File: src/rtl/gcd_host_if.sv
// gcd_host_if: valid/ready front end that serially loads a GCD core and returns its result.
// Optional WAIT-state timeout is built only when GCD_HOST_TIMEOUT_EN is defined.
module gcd_host_if #(
    parameter int WIDTH   = 16,
    parameter int TIMEOUT = 1023
) (
    input  logic             clk,
    input  logic             rst_n,
    input  logic             req_valid,
    output logic             req_ready,
    input  logic [WIDTH-1:0] req_a,
    input  logic [WIDTH-1:0] req_b,
    output logic             rsp_valid,
    input  logic             rsp_ready,
    output logic [WIDTH-1:0] rsp_gcd,
    output logic             rsp_err,
    output logic             core_start,
    output logic [WIDTH-1:0] core_data,
    input  logic             core_done,
    input  logic [WIDTH-1:0] core_result,
    output logic             busy
);
    typedef enum logic [2:0] {S_IDLE, S_LOAD_A, S_LOAD_B, S_WAIT, S_RESP} state_t;

    state_t           state_q;
    logic [WIDTH-1:0] b_q;
    logic             armed_q;
    logic             rsp_valid_q;
    logic [WIDTH-1:0] rsp_gcd_q;
    logic             core_start_q;
    logic [WIDTH-1:0] core_data_q;
    logic             done_ok;
    logic             expired;

    // A done seen before any low sample in WAIT is stale from the previous operation.
    assign done_ok = armed_q && core_done;

`ifdef GCD_HOST_TIMEOUT_EN
    localparam int CW = $clog2(TIMEOUT + 1);
    logic [CW-1:0] cnt_q;
    logic          rsp_err_q;
    assign expired = cnt_q == CW'(TIMEOUT - 1);
    assign rsp_err = rsp_err_q;
    always_ff @(posedge clk or negedge rst_n) begin
        if (!rst_n) begin
            cnt_q     <= '0;
            rsp_err_q <= 1'b0;
        end else begin
            cnt_q     <= state_q == S_LOAD_B ? '0 : state_q == S_WAIT ? cnt_q + 1'b1 : cnt_q;
            rsp_err_q <= state_q == S_IDLE ? 1'b0 : state_q == S_WAIT && !done_ok && expired ? 1'b1 : rsp_err_q;
        end
    end
`else
    logic unused_timeout;
    assign unused_timeout = ^TIMEOUT;
    assign expired = 1'b0;
    assign rsp_err = 1'b0;
`endif

    always_ff @(posedge clk or negedge rst_n) begin
        if (!rst_n) begin
            state_q      <= S_IDLE;
            b_q          <= '0;
            armed_q      <= 1'b0;
            rsp_valid_q  <= 1'b0;
            rsp_gcd_q    <= '0;
            core_start_q <= 1'b0;
            core_data_q  <= '0;
        end else begin
            case (state_q)
                S_IDLE: if (req_valid) begin
                    b_q <= req_b;
                    // A zero operand would hang a subtractive core, so answer locally.
                    if (req_a == '0 || req_b == '0) begin
                        rsp_gcd_q   <= req_a | req_b;
                        rsp_valid_q <= 1'b1;
                        state_q     <= S_RESP;
                    end else begin
                        core_start_q <= 1'b1;
                        core_data_q  <= req_a;
                        state_q      <= S_LOAD_A;
                    end
                end
                S_LOAD_A: begin
                    core_data_q <= b_q;
                    state_q     <= S_LOAD_B;
                end
                S_LOAD_B: begin
                    core_start_q <= 1'b0;
                    armed_q      <= 1'b0;
                    state_q      <= S_WAIT;
                end
                S_WAIT: begin
                    armed_q <= armed_q | ~core_done;
                    if (done_ok || expired) begin
                        rsp_gcd_q   <= done_ok ? core_result : '0;
                        rsp_valid_q <= 1'b1;
                        state_q     <= S_RESP;
                    end
                end
                S_RESP: if (rsp_ready) begin
                    rsp_valid_q <= 1'b0;
                    state_q     <= S_IDLE;
                end
                default: state_q <= S_IDLE;
            endcase
        end
    end

    assign req_ready  = state_q == S_IDLE;
    assign busy       = state_q != S_IDLE;
    assign rsp_valid  = rsp_valid_q;
    assign rsp_gcd    = rsp_gcd_q;
    assign core_start = core_start_q;
    assign core_data  = core_data_q;
endmodule
File: config.mk
export PLATFORM = sky130hd
export DESIGN_NAME = gcd_host_if
export DESIGN_NICKNAME = d
export VERILOG_FILES = /design/src/rtl/gcd_host_if.sv
export SDC_FILE = /design/constraint.sdc
export NUM_CORES = 1
export LEC_CHECK = 0
export ABC_AREA = 1
export CORE_UTILIZATION = 30
export CTS_CLUSTER_DIAMETER = 50
export DETAILED_ROUTE_END_ITERATION = 16
export HOLD_SLACK_MARGIN = 0.05
export PLACE_DENSITY = 0.6
export SLEW_MARGIN = 20
export SYNTH_ARGS = -nofsm -noshare
export SYNTH_HDL_FRONTEND = slang
export SYNTH_SLANG_ARGS = --single-unit
File: constraint.sdc
create_clock -name clk -period 2.35 [get_ports clk]
set_input_delay 0.3525 -clock clk [delete_from_list [all_inputs] [get_ports clk]]
set_output_delay 0.3525 -clock clk [all_outputs]
set_load 0.02 [all_outputs]
After elaboration in Yosys (flattened, before gate mapping)
Index checks and enable logic that the tools add are counted.
{ "totals": {"inputBits": 53, "wordCells": 57, "regBits": 54, "out_inout_bits": 37} }
{ "op_classes": {"n_mux": 21, "eq_ne": 9, "n_bitwise": 3, "reduce_logical": 17} }
{ "ops": {"columns": ["op", "count"], "rows": [
  ["16-bit two-way mux", 5],
  ["16-bit case mux with 2 select lines", 2],
  ["16-bit zero test", 2],
  ["16-bit bitwise OR", 1],
  ["3-bit case mux with 5 select lines", 1],
  ["3-bit two-way mux", 4],
  ["3-bit AND reduction", 3],
  ["2-bit != test (second input constant)", 4],
  ["2-bit nonzero test", 4],
  ["3-bit by 2-bit equality test with 1-bit output (second input constant)", 2],
  ["1-bit two-way mux", 6],
  ["3-bit nonzero test", 2],
  ["5-bit AND reduction", 1],
  ["1-bit case mux with 2 select lines", 2],
  ["4-bit AND reduction", 1],
  ["3-bit by 1-bit equality test with 1-bit output (second input constant)", 1],
  ["3-bit equality test (second input constant)", 1],
  ["3-bit zero test", 1],
  ["1-bit case mux with 3 select lines", 1],
  ["2-bit by 1-bit != test with 1-bit output (second input constant)", 1],
  ["2-bit AND reduction", 1],
  ["1-bit logical AND", 1],
  ["1-bit logical OR", 1],
  ["1-bit NOT", 1],
  ["1-bit bitwise OR", 1]
]} }

Longest topological paths before layout
{ "depth": {"ltp_word": 5, "mapped_depth": 11, "depth_no_buf": 10} }

Worst setup path before layout
OpenSTA, ideal clock, no wires.
{ "synth_timing": {"kind": "reg2reg", "from": "reg state_q[2]", "to": "reg core_data_q[0], in the netlist core_data[0]", "t_required_ps": 2233, "setup_time_ps": 117, "arrival_ps": 1518, "path_stages_with_launch": 12, "n_path_buf": 1, "period_less_slack_ps": 1635, "setup_slack_ps": 715, "cell_sequence": "dfrtp_1 > nor2_2 > inv_2 > nor2_4 > inv_2 > nand2_1 > nand2_1 > inv_2 > nand2_4 > buf_6 > nand2_1 > nand2_1"} }
{ "synth_via": {"elab_chain_len": 3, "word_cells_on_any_way": 7, "cone_classes": "eq/ne: 3; mux: 1; reduce/logical: 3"} }
{ "synth_rtl": {"columns": ["item", "line_no", "rtl"], "rows": [
  ["start, declared", "25", "state_t state_q;"],
  ["start signal, assigned", "62", "state_q <= S_IDLE;"],
  ["start signal, assigned", "77", "state_q <= S_RESP;"],
  ["start signal, assigned", "81", "state_q <= S_LOAD_A;"],
  ["3-bit zero test *", null, null],
  ["named net req_ready", "10", "output logic req_ready,"],
  ["2-bit != test (no line) or 2-bit nonzero test (tied branches)", null, null],
  ["3-bit AND reduction (no line)", null, null],
  ["end signal, assigned", "80", "core_data_q <= req_a;"],
  ["end signal, assigned", "85", "core_data_q <= b_q;"],
  ["end, declared", "31", "logic [WIDTH-1:0] core_data_q;"]
]} }
The timed path passes the listed nets; every way through them passes the cells marked *.
A chain may end at the register's enable or synchronous reset.

Worst setup path after layout
{ "layout_timing": {"from": "reg state_q[2]", "to": "out req_ready"} }
{ "layout_via": {"elab_chain_len": 1} }
{ "layout_rtl": {"columns": ["item", "line_no", "rtl"], "rows": [
  ["3-bit zero test", "110", "assign req_ready = state_q == S_IDLE;"],
  ["end, declared", "10", null]
]} }
No other way between the ends.

==> qor.yml <==
grt_pass1_wl_um: 12700
viasPerCell: 4.68
ctsLongestPathBuffers: 2
met1_length_um: 3550
start_util: 0.314
internal_power_uw: 3060
hpwlAfterDp_um: 5790
path_clk_slew_ns: 0.10
synthTopCellsByArea: "dfrtp_1 (49%), nand2_1 (17%), nor2_1 (7.5%)"
syn_nets: 427
critPathLaunch: "state_q[2]"
failed_checks: "DRC"
synth_cell_types: 20
path_max_fanout: 5
worstPathCellList: "nor2_2, inv_2, nor2_4, clkdlybuf4s50_1"
diodes: 0
yosysTopAreaCell: "dfrtp_1"
synth-async-reset-ratio: 1.00
cts_buffers: 5
synthFlopType: "dfrtp_1"
core_sq_um: 8810
wl_met3_um: 455
nNetsFinal: 512
status: "finished, violations left"
crit_required_ns: 2.00
whs_ns: 0.481
ys_ff_latch: 54
cts-root-buf: "clkbuf_8"
synth_common_cells: "nand2_1 (124), nor2_1 (55), dfrtp_1 (54), o21ai_0 (34), inv_1 (25)"
hold_class: "flop to flop"
syn_inst: 374
netSwitchingFraction: 0.433
critPathMaxStageDelay_ns: 0.65
cp.arrival_ns: 1.88
synth-edff-count: 0
avgSynthCellArea_sq_um: 7.40
num_rows: 34
vdd_drop_max_mv: 0.454
io_pins: 90
layout-area-overhead-vs-synth_pct: 40.8
postRouteWirelength_um: 7610
drive_gt1_frac: 0.0565
route.met2.wl_um: 3540
drt-initial-drc-count: 101
rsz0062_at_grt: "false"
synth_top_cell_area_share: 0.488
top_layer_used: "met4"
cts_resized: 0
path_class: "flop to primary output"
grt-ovfl-total: 0
dr_total_vias: 2658
ys_seq_area_frac: 0.488
p_clk_frac: 0.141
max_cap_violations: 0
rr_worst_depth: 10
gp_congestion: 0.871
r2r-start: "state_q[2]"
tightest_slew_ns: 0.650
synth_area_sq_um: 2770
end_kind: "primary output"
power_switching_uw: 2340
critPathLaunchType: "flop"
cts_num_sinks: 54
drc_errors: 7
dieArea_sq_um: 9610
finalCritPeriodShare: 0.948
grt_pass1_vias: 2641
fin_crit_ns: 2.23
die_y_um: 98.0
insertion_delay_ns: 0.30
h-tree-depth: 2
firstDrtPassIters: 11
antenna_left: 0
power_density_nw_per_um2: 1390
regToRegEndpoint: "core_data[4]"
max_slew_margin: 0.566
cts_tree: "built"
p_leak_uw: 0.00185
yosys_warnings: 0
drt-wirelength-per-cell_um: 13.4
fill_cells: 898
setup_viol: 0
finalHoldViolations: 0
combPwrFrac: 0.552
clock_skew_ns: 0.00495
post_cts_buffers: 0
final_util: 0.442
port_buffers: 88
cpMaxStageDelayCell: "clkdlybuf4s50_1"
tns_ns: 0
regToRegSetupSlack_ns: 0.55
gr-usage-all-layers: 0.166
die_x_um: 98.0
maxSlewViolCount: 0
grt_max_degree: 55
fmaxAchievable_mhz: 449
endpoint: "req_ready"
seqPwrFrac: 0.307
antenna_found_initial: 0
yosysMostFrequentCell: "nand2_1"
metrics by stage:
stage	cell area (sq um)	setup slack, ns	cells	power (uW)
3_5_place_dp	3740	0.288	559	4700
5_1_grt	3890	0.0368	568	5850
4_1_cts	3890	0.132	568	5480
6_report	3890	0.122	568	5410
2_1_floorplan	2770	0.715	374	3590
3_3_place_gp	3740	0.330	559	4640
cell usage in the layout, fill, tap and decap left out:
cell	netlist	final
nand2_2	1	1
nand3_1	23	23
nand3_4	1	1
inv_1	25	25
dlygate4sd3_1	0	1
nand4_1	16	16
nand2_4	1	1
nand2_1	124	124
nor2_2	1	1
dfrtp_1	54	54
nand3_2	1	1
buf_2	3	1
inv_2	3	3
o21ai_0	34	34
buf_4	3	5
clkdlybuf4s50_1	0	87
nor2_4	3	3
nor2_1	55	55
bufinv_16	0	2
clkbuf_8	0	6
a21oi_1	14	14
conb_1	1	1
buf_12	0	1
power by group through the flow:
stage / sequential (uW) / combinational [uW] / clock, uW
after floorplan: 1990 / 1600 / 0
after global placement: 1670 / 2970 / 0
after detailed placement: 1670 / 3030 / 0
after CTS: 1660 / 3040 / 775
after global routing: 1710 / 3320 / 814
final: 1660 / 2990 / 762
per-layer routing:
layer,vias up,global-route usage
li1,1358,-
met5,-,0
met4,0,0.0373
met2,82,0.273
met1,1212,0.229
met3,6,0.0293
final cells by class:
cell class | count | area [sq um] | area share
multi-input cells | 275 | 1220 | 0.312
flip-flops and latches | 54 | 1350 | 0.347
well taps | 108 | 135 | 0.0347
inverters | 28 | 105 | 0.0270
repair buffers | 95 | 943 | 0.242
clock inverters | 2 | 60.1 | 0.0154
clock buffers | 6 | 82.6 | 0.0212
cells by family after synthesis:
logic type      Yosys count  synth area share
flops                    54             0.488
simple gates            226             0.351
compound gates           48            0.0868
buf+inv                  45            0.0719
other cells               1           0.00136
worst max-delay path, delay by kind of cell, from the launching register on:
kind / cells / cell delay, ns
buffers and inverters: 2 / 0.72
flip-flops: 1 / 0.47
AND/OR/NAND/NOR: 2 / 0.38
timing repair:
item	in CTS	in global routing
hold endpoints to repair	37	0
endpoints found under the setup margin	0	0
hold buffers	1	0
registers in the layout (all words and copies together), names as in the netlist:
signal / flops
core_start: 1
core_data: 16
rsp_gcd: 16
armed_q: 1
rsp_valid: 1
state_q: 3
b_q: 16
how the worst min path moves through the flow:
stage / depth (start not counted) / end / start / slack [ns]
floorplan: 0 / armed_q / rst_n / 0.06
global placement: 2 / rsp_gcd[11] / rst_n / 0.37
detailed placement: 2 / rsp_gcd[9] / rst_n / 0.37
CTS: 2 / rsp_gcd[1] / rsp_gcd[1] / 0.49
global route: 2 / rsp_gcd[13] / rsp_gcd[13] / 0.51
finish: 2 / rsp_gcd[14] / rsp_gcd[14] / 0.48
Note: power is estimated with default switching activity, not from simulation.
